===== src/rtl/td4_loader_pkg.sv =====
// rtl/td4_loader_pkg.sv - shared constants and state encodings for the TD4 program loader
package td4_loader_pkg;

    localparam int         PROG_DEPTH        = 16;
    localparam logic [7:0] SYNC_BYTE_DEFAULT = 8'h5A;
    localparam int         OPC_LSB           = 0;
    localparam int         IMM_LSB           = 4;

    typedef enum logic [2:0] {
        ST_IDLE  = 3'd0,
        ST_LOAD  = 3'd1,
        ST_CHECK = 3'd2,
        ST_DONE  = 3'd3,
        ST_ERROR = 3'd4
    } ld_state_e;

    typedef enum logic [1:0] {
        RX_IDLE  = 2'd0,
        RX_START = 2'd1,
        RX_DATA  = 2'd2,
        RX_STOP  = 2'd3
    } rx_state_e;

endpackage


===== src/rtl/td4_uart_rx.sv =====
// rtl/td4_uart_rx.sv - 8N1 UART receiver with two-FF synchroniser and mid-bit sampling
module td4_uart_rx
    import td4_loader_pkg::*;
#(
    parameter int CLK_DIV = 16
) (
    input  logic       clk,
    input  logic       rst_n,
    input  logic       rx,
    output logic [7:0] byte_o,
    output logic       byte_valid,
    output logic       frame_err
);

    localparam int            CW        = $clog2(CLK_DIV);
    localparam logic [CW-1:0] HALF_LAST = CW'(CLK_DIV / 2 - 1);
    localparam logic [CW-1:0] FULL_LAST = CW'(CLK_DIV - 1);

    rx_state_e     state_q, state_d;
    logic [CW-1:0] cnt_q, cnt_d;
    logic [2:0]    bit_q, bit_d;
    logic [7:0]    shift_q, shift_d;
    logic          valid_q, valid_d;
    logic          ferr_q, ferr_d;
    logic          rx_meta_q, rx_sync_q, rx_prev_q;
    logic          fall_edge;

    assign fall_edge = rx_prev_q & ~rx_sync_q;

    always_ff @(posedge clk or negedge rst_n) begin
        if (!rst_n) begin
            rx_meta_q <= 1'b1;
            rx_sync_q <= 1'b1;
            rx_prev_q <= 1'b1;
            state_q   <= RX_IDLE;
            cnt_q     <= '0;
            bit_q     <= '0;
            shift_q   <= '0;
            valid_q   <= 1'b0;
            ferr_q    <= 1'b0;
        end else begin
            rx_meta_q <= rx;
            rx_sync_q <= rx_meta_q;
            rx_prev_q <= rx_sync_q;
            state_q   <= state_d;
            cnt_q     <= cnt_d;
            bit_q     <= bit_d;
            shift_q   <= shift_d;
            valid_q   <= valid_d;
            ferr_q    <= ferr_d;
        end
    end

    always_comb begin
        state_d = state_q;
        cnt_d   = cnt_q + CW'(1);
        bit_d   = bit_q;
        shift_d = shift_q;
        valid_d = 1'b0;
        ferr_d  = 1'b0;
        unique case (state_q)
            RX_IDLE: begin
                cnt_d = '0;
                if (fall_edge) begin
                    state_d = RX_START;
                end
            end
            RX_START: begin
                // A start bit that is high again at mid-bit was only a glitch.
                if (cnt_q == HALF_LAST) begin
                    cnt_d   = '0;
                    bit_d   = '0;
                    state_d = rx_sync_q ? RX_IDLE : RX_DATA;
                end
            end
            RX_DATA: begin
                if (cnt_q == FULL_LAST) begin
                    cnt_d   = '0;
                    shift_d = {rx_sync_q, shift_q[7:1]};
                    bit_d   = bit_q + 3'd1;
                    if (bit_q == 3'd7) begin
                        state_d = RX_STOP;
                    end
                end
            end
            RX_STOP: begin
                if (cnt_q == FULL_LAST) begin
                    cnt_d   = '0;
                    valid_d = rx_sync_q;
                    ferr_d  = ~rx_sync_q;
                    state_d = RX_IDLE;
                end
            end
            default: state_d = RX_IDLE;
        endcase
    end

    assign byte_o     = shift_q;
    assign byte_valid = valid_q;
    assign frame_err  = ferr_q;

endmodule


===== src/rtl/td4_program_loader.sv =====
// rtl/td4_program_loader.sv - loads 16 TD4 instruction words from a UART frame and verifies a checksum
module td4_program_loader
    import td4_loader_pkg::*;
#(
    parameter int         CLK_DIV   = 16,
    parameter logic [7:0] SYNC_BYTE = SYNC_BYTE_DEFAULT
) (
    input  logic       clk,
    input  logic       rst_n,
    input  logic       rx,
    output logic       mem_we,
    output logic [3:0] mem_addr,
    output logic [3:0] mem_opcode,
    output logic [3:0] mem_immediate,
    output logic       cpu_hold,
    output logic       busy,
    output logic       done,
    output logic       error
);

    localparam logic [3:0] LAST_ADDR = 4'(PROG_DEPTH - 1);

    logic [7:0] rx_byte;
    logic       rx_valid;
    logic       rx_ferr;

    td4_uart_rx #(
        .CLK_DIV (CLK_DIV)
    ) u_rx (
        .clk        (clk),
        .rst_n      (rst_n),
        .rx         (rx),
        .byte_o     (rx_byte),
        .byte_valid (rx_valid),
        .frame_err  (rx_ferr)
    );

    ld_state_e  state_q, state_d;
    logic [3:0] count_q, count_d;
    logic [7:0] sum_q, sum_d;
    logic       we_q, we_d;
    logic [3:0] addr_q, addr_d;
    logic [3:0] opc_q, opc_d;
    logic [3:0] imm_q, imm_d;
    logic       hold_q, hold_d;
    logic       done_q, done_d;
    logic       err_q, err_d;

    always_ff @(posedge clk or negedge rst_n) begin
        if (!rst_n) begin
            state_q <= ST_IDLE;
            count_q <= '0;
            sum_q   <= '0;
            we_q    <= 1'b0;
            addr_q  <= '0;
            opc_q   <= '0;
            imm_q   <= '0;
            hold_q  <= 1'b0;
            done_q  <= 1'b0;
            err_q   <= 1'b0;
        end else begin
            state_q <= state_d;
            count_q <= count_d;
            sum_q   <= sum_d;
            we_q    <= we_d;
            addr_q  <= addr_d;
            opc_q   <= opc_d;
            imm_q   <= imm_d;
            hold_q  <= hold_d;
            done_q  <= done_d;
            err_q   <= err_d;
        end
    end

    always_comb begin
        state_d = state_q;
        count_d = count_q;
        sum_d   = sum_q;
        we_d    = 1'b0;
        addr_d  = addr_q;
        opc_d   = opc_q;
        imm_d   = imm_q;
        hold_d  = hold_q;
        done_d  = done_q;
        err_d   = err_q;
        unique case (state_q)
            ST_IDLE, ST_DONE, ST_ERROR: begin
                if (rx_valid && rx_byte == SYNC_BYTE) begin
                    state_d = ST_LOAD;
                    count_d = '0;
                    sum_d   = '0;
                    hold_d  = 1'b1;
                    done_d  = 1'b0;
                    err_d   = 1'b0;
                end
            end
            ST_LOAD: begin
                // Inside a frame every byte is data, including the sync value.
                if (rx_valid) begin
                    we_d    = 1'b1;
                    addr_d  = count_q;
                    opc_d   = rx_byte[OPC_LSB +: 4];
                    imm_d   = rx_byte[IMM_LSB +: 4];
                    sum_d   = sum_q + rx_byte;
                    if (count_q == LAST_ADDR) begin
                        state_d = ST_CHECK;
                    end else begin
                        count_d = count_q + 4'd1;
                    end
                end else if (rx_ferr) begin
                    state_d = ST_ERROR;
                    err_d   = 1'b1;
                end
            end
            ST_CHECK: begin
                if (rx_valid) begin
                    if (rx_byte == sum_q) begin
                        state_d = ST_DONE;
                        hold_d  = 1'b0;
                        done_d  = 1'b1;
                    end else begin
                        state_d = ST_ERROR;
                        err_d   = 1'b1;
                    end
                end else if (rx_ferr) begin
                    state_d = ST_ERROR;
                    err_d   = 1'b1;
                end
            end
            default: state_d = ST_IDLE;
        endcase
    end

    assign mem_we        = we_q;
    assign mem_addr      = addr_q;
    assign mem_opcode    = opc_q;
    assign mem_immediate = imm_q;
    assign cpu_hold      = hold_q;
    assign done          = done_q;
    assign error         = err_q;
    assign busy          = (state_q == ST_LOAD) || (state_q == ST_CHECK);

endmodule


===== config.mk =====
export PLATFORM = sky130hd
export DESIGN_NAME = td4_program_loader
export DESIGN_NICKNAME = d
export VERILOG_FILES = /design/src/rtl/td4_loader_pkg.sv /design/src/rtl/td4_uart_rx.sv /design/src/rtl/td4_program_loader.sv
export SDC_FILE = /design/constraint.sdc
export NUM_CORES = 1
export LEC_CHECK = 0
export CORE_ASPECT_RATIO = 0.9
export CORE_UTILIZATION = 50
export CTS_CLUSTER_DIAMETER = 30
export DETAILED_ROUTE_END_ITERATION = 10
export PLACE_DENSITY_LB_ADDON = 0.2
export SLEW_MARGIN = 40
export SYNTH_ARGS = -nofsm -noshare
export SYNTH_HDL_FRONTEND = slang
export SYNTH_SLANG_ARGS = --single-unit

===== constraint.sdc =====
create_clock -name clk -period 2.6 [get_ports clk]
set_input_delay 0.65 -clock clk [delete_from_list [all_inputs] [get_ports clk]]
set_output_delay 0.65 -clock clk [all_outputs]
set_load 0.01 [all_outputs]

==> results.py <==
metrics = {
    "final_layout": {
        "syn_to_final_growth_pct": 12.29,
        "drive_gt1_share_pct": 10.25,
        "nNetsFinal": 297,
        "layout_commonest_cell": "nand2_1",
        "final_cell_mix": "54 x nand2_1, 50 x dfrtp_1, 18 x clkdlybuf4s50_1",
        "antenna_cells": 0,
    },
    "timing": {
        "fmaxAchievable_mhz": 411.9,
        "finalSetupTns_ns": 0,
        "timing.final.ws_setup_ns": 0.1725,
        "hold_violations": 0,
        "fin_skew_ns": 0.002648,
        "rsz0062_at_grt": "false",
        "period_minus_slack_ns": 2.428,
        "drv_slew": 0,
        "fin_crit_sh_pct": 93.37,
        "slew_headroom_pct": 56.45,
        "max_slew.worst_pin.slew_ns": 0.6532,
        "setup_violations": 0,
    },
    "power_and_ir_drop": {
        "p_comb_share_pct": 11.5,
        "seq_power_share_pct": 60.0,
        "internal_power_w": 0.001161,
        "leakage_nw": 1.431,
        "peakVddDrop_mv": 0.3764,
        "p_switching_w": 0.0004474,
        "swShare_pct": 27.83,
        "p_clk_share_pct": 28.5,
        "powerDensity_nw_per_um2": 537.0,
    },
    "clock_network": {
        "cts-root-buf": "clkbuf_8",
        "cts_tree": "done",
        "cts_resized": 0,
        "clk_pin_slew_ns": 0.09,
        "cts_hold_buf": 0,
        "cts_buffer_depth": 2,
        "htreeDepth": 2,
        "cts_buffers": 5,
        "cts.sinks": 53,
        "postCtsSetupBuffers": 0,
        "insertion_delay_ns": 0.30,
    },
    "setup_path": {
        "worst-path-buf-inv": 1,
        "r2r_slack_ns": 0.53,
        "startpoint_type": "flop",
        "slowest_stage": "clkdlybuf4s50_1",
        "crit_type": "flop to output port",
        "crit_end": "busy",
        "critPathMaxFanout": 12,
        "worstPathArrival_ns": 1.78,
        "crit_family": "buffers and inverters",
        "critPathLaunch": "state_q[0]",
        "r2r-start": "u_rx.byte_o[2]",
        "path_cells": "nand2b_1, a21oi_1, clkdlybuf4s50_1",
        "end_kind": "output port",
        "r2r_end": "sum_q[7]",
        "r2r_cells": 6,
        "crit_cells": 3,
        "slowest_delay_ns": 0.57,
        "worstPathRequired_ns": 1.95,
    },
    "yosys": {
        "netlist_area_um2": 2666,
        "synth.yosys.warnings": 0,
        "synth-edff-count": 0,
        "synth_nets": 280,
        "synthCells": 265,
        "synth_cell_types": 54,
        "ys_ff_latch": 53,
        "syn_area_per_cell_um2": 10.06,
        "async_flop_share_pct": 100.0,
        "synth_ff_type": "dfrtp_1",
        "ys_seq_area_share_pct": 49.88,
    },
    "floorplan": {
        "rows": 24,
        "die_h_um": 71.28,
        "coreArea_um2": 4985,
        "ios": 20,
        "die-area_um2": 5629,
        "start_util_pct": 53.49,
        "die_x_um": 78.98,
    },
    "placement": {
        "port_buffers": 19,
        "pre_cts_slack_ns": 0.5236,
        "dpl.hpwl_um": 3427,
        "gp_congestion": 0.8689,
    },
    "job": {
        "max-cap-violations": 0,
    },
    "global_routing": {
        "antenna_found_initial": 0,
        "grt_max_degree": 32,
        "grt_pass1_vias": 1832,
        "grt_first_pass_wirelength_um": 8749,
        "overflow": 0,
        "grt_use_total_pct": 19.97,
    },
    "routing": {
        "drtIter0Drc": 89,
        "num_vias": 1911,
        "viasPerCell": 5.491,
        "route.antenna.remaining_nets": 0,
        "firstDrtPassIters": 4,
        "wl_per_cell_um": 14.15,
        "drc": 0,
        "drt-total-wl_um": 4924,
    },
    "hold_path": {
        "hp-class": "input pin to async pin",
    },
    "run_status": {
        "status": "finished, final reports clean",
    },
}
-- routing by layer --
metal  vias to the layer above  GRT usage [%]  part of all wire [%]
met3                         4          4.331                   2.7
met2                        25          30.56                    45
met1                       922          29.01                    52
met5                         -              0                     0
met4                         0          5.051                  0.65
li1                        960              -                     -
-- worst min path at each step --
stage	from	endpoint	depth (start not counted)	slack, ns
4_1_cts	rst_n	done	1	0.34
3_5_place_dp	u_rx.rx_meta_q	u_rx.rx_sync_q	0	0.35
3_3_place_gp	u_rx.rx_meta_q	u_rx.rx_sync_q	0	0.36
2_1_floorplan	rst_n	async pin	0	0.35
6_report	rst_n	done	1	0.32
5_1_grt	rst_n	mem_addr[3]	1	0.36
-- state kept, by name, summed over array words and instances, names as in the netlist, named ones only --
signal and count:
u_rx.byte_o 8, u_rx.byte_valid 1, count_q 4, mem_we 1
u_rx.frame_err 1, error 1, u_rx.rx_sync_q 1, u_rx.rx_meta_q 1
u_rx.rx_prev_q 1, mem_opcode 4, mem_immediate 4, u_rx.bit_q 3
mem_addr 4, u_rx.cnt_q 4, state_q 3, sum_q 8
cpu_hold 1, done 1, u_rx.state_q 1
-- power by group through the flow --
stage          clock, W  sequential, W  combinational (W)
2_1_floorplan         0       0.000916           0.000199
3_3_place_gp          0       0.000975           0.000182
3_5_place_dp          0       0.000977           0.000187
4_1_cts        0.000470       0.000961           0.000187
5_1_grt        0.000498       0.000975           0.000217
6_report       0.000459       0.000965           0.000185
-- cells by family after synthesis --
family | after synthesis | share of synthesized area [%]
and+or+nand+nor | 104 | 19.10
AOI/OAI and AO/OA | 57 | 14.88
DFF | 53 | 49.88
buffers and inverters | 22 | 3.848
adders and majority gates | 12 | 5.913
muxes | 9 | 3.754
xor gates and xnor gates | 8 | 2.628
-- layout make-up --
cell class                 instances  area (um2)
clock inverter                     1       7.507
tap                               65       81.33
clock buffer                       7       76.32
timing repair buffer              24       235.2
multi-input combinational        190        1234
sequential                        53        1330
inverter                           8       30.03
fill                             428        1991
-- synthesized netlist by cell type, types with 4 or more instances --
library cell | instances | area (um2)
dfrtp_1 | 50 | 1251
nand2b_1 | 6 | 37.54
a21o_1 | 5 | 37.54
clkbuf_1 | 5 | 18.77
xnor2_1 | 6 | 52.55
inv_1 | 8 | 30.03
a22o_1 | 4 | 35.03
nand2_1 | 54 | 202.7
mux2_2 | 8 | 90.09
a21oi_1 | 13 | 65.06
buf_2 | 5 | 25.02
nand3_1 | 4 | 20.02
o21ai_0 | 11 | 55.05
nor2_1 | 13 | 48.80
ha_1 | 11 | 137.6
-- metrics by stage --
step	hold slack [ns]	instance area, um2	total power [W]	util, %	instances
3_3_place_gp	0.3582	2910	0.001157	58.38	340
6_report	0.3206	2994	0.001608	60.07	348
2_1_floorplan	0.3452	2666	0.001115	-	265
4_1_cts	0.3400	2994	0.001618	60.07	348
3_5_place_dp	0.3528	2910	0.001163	58.38	340
5_1_grt	0.3615	2994	0.001690	60.07	348
(Power assumes the default switching activity.)
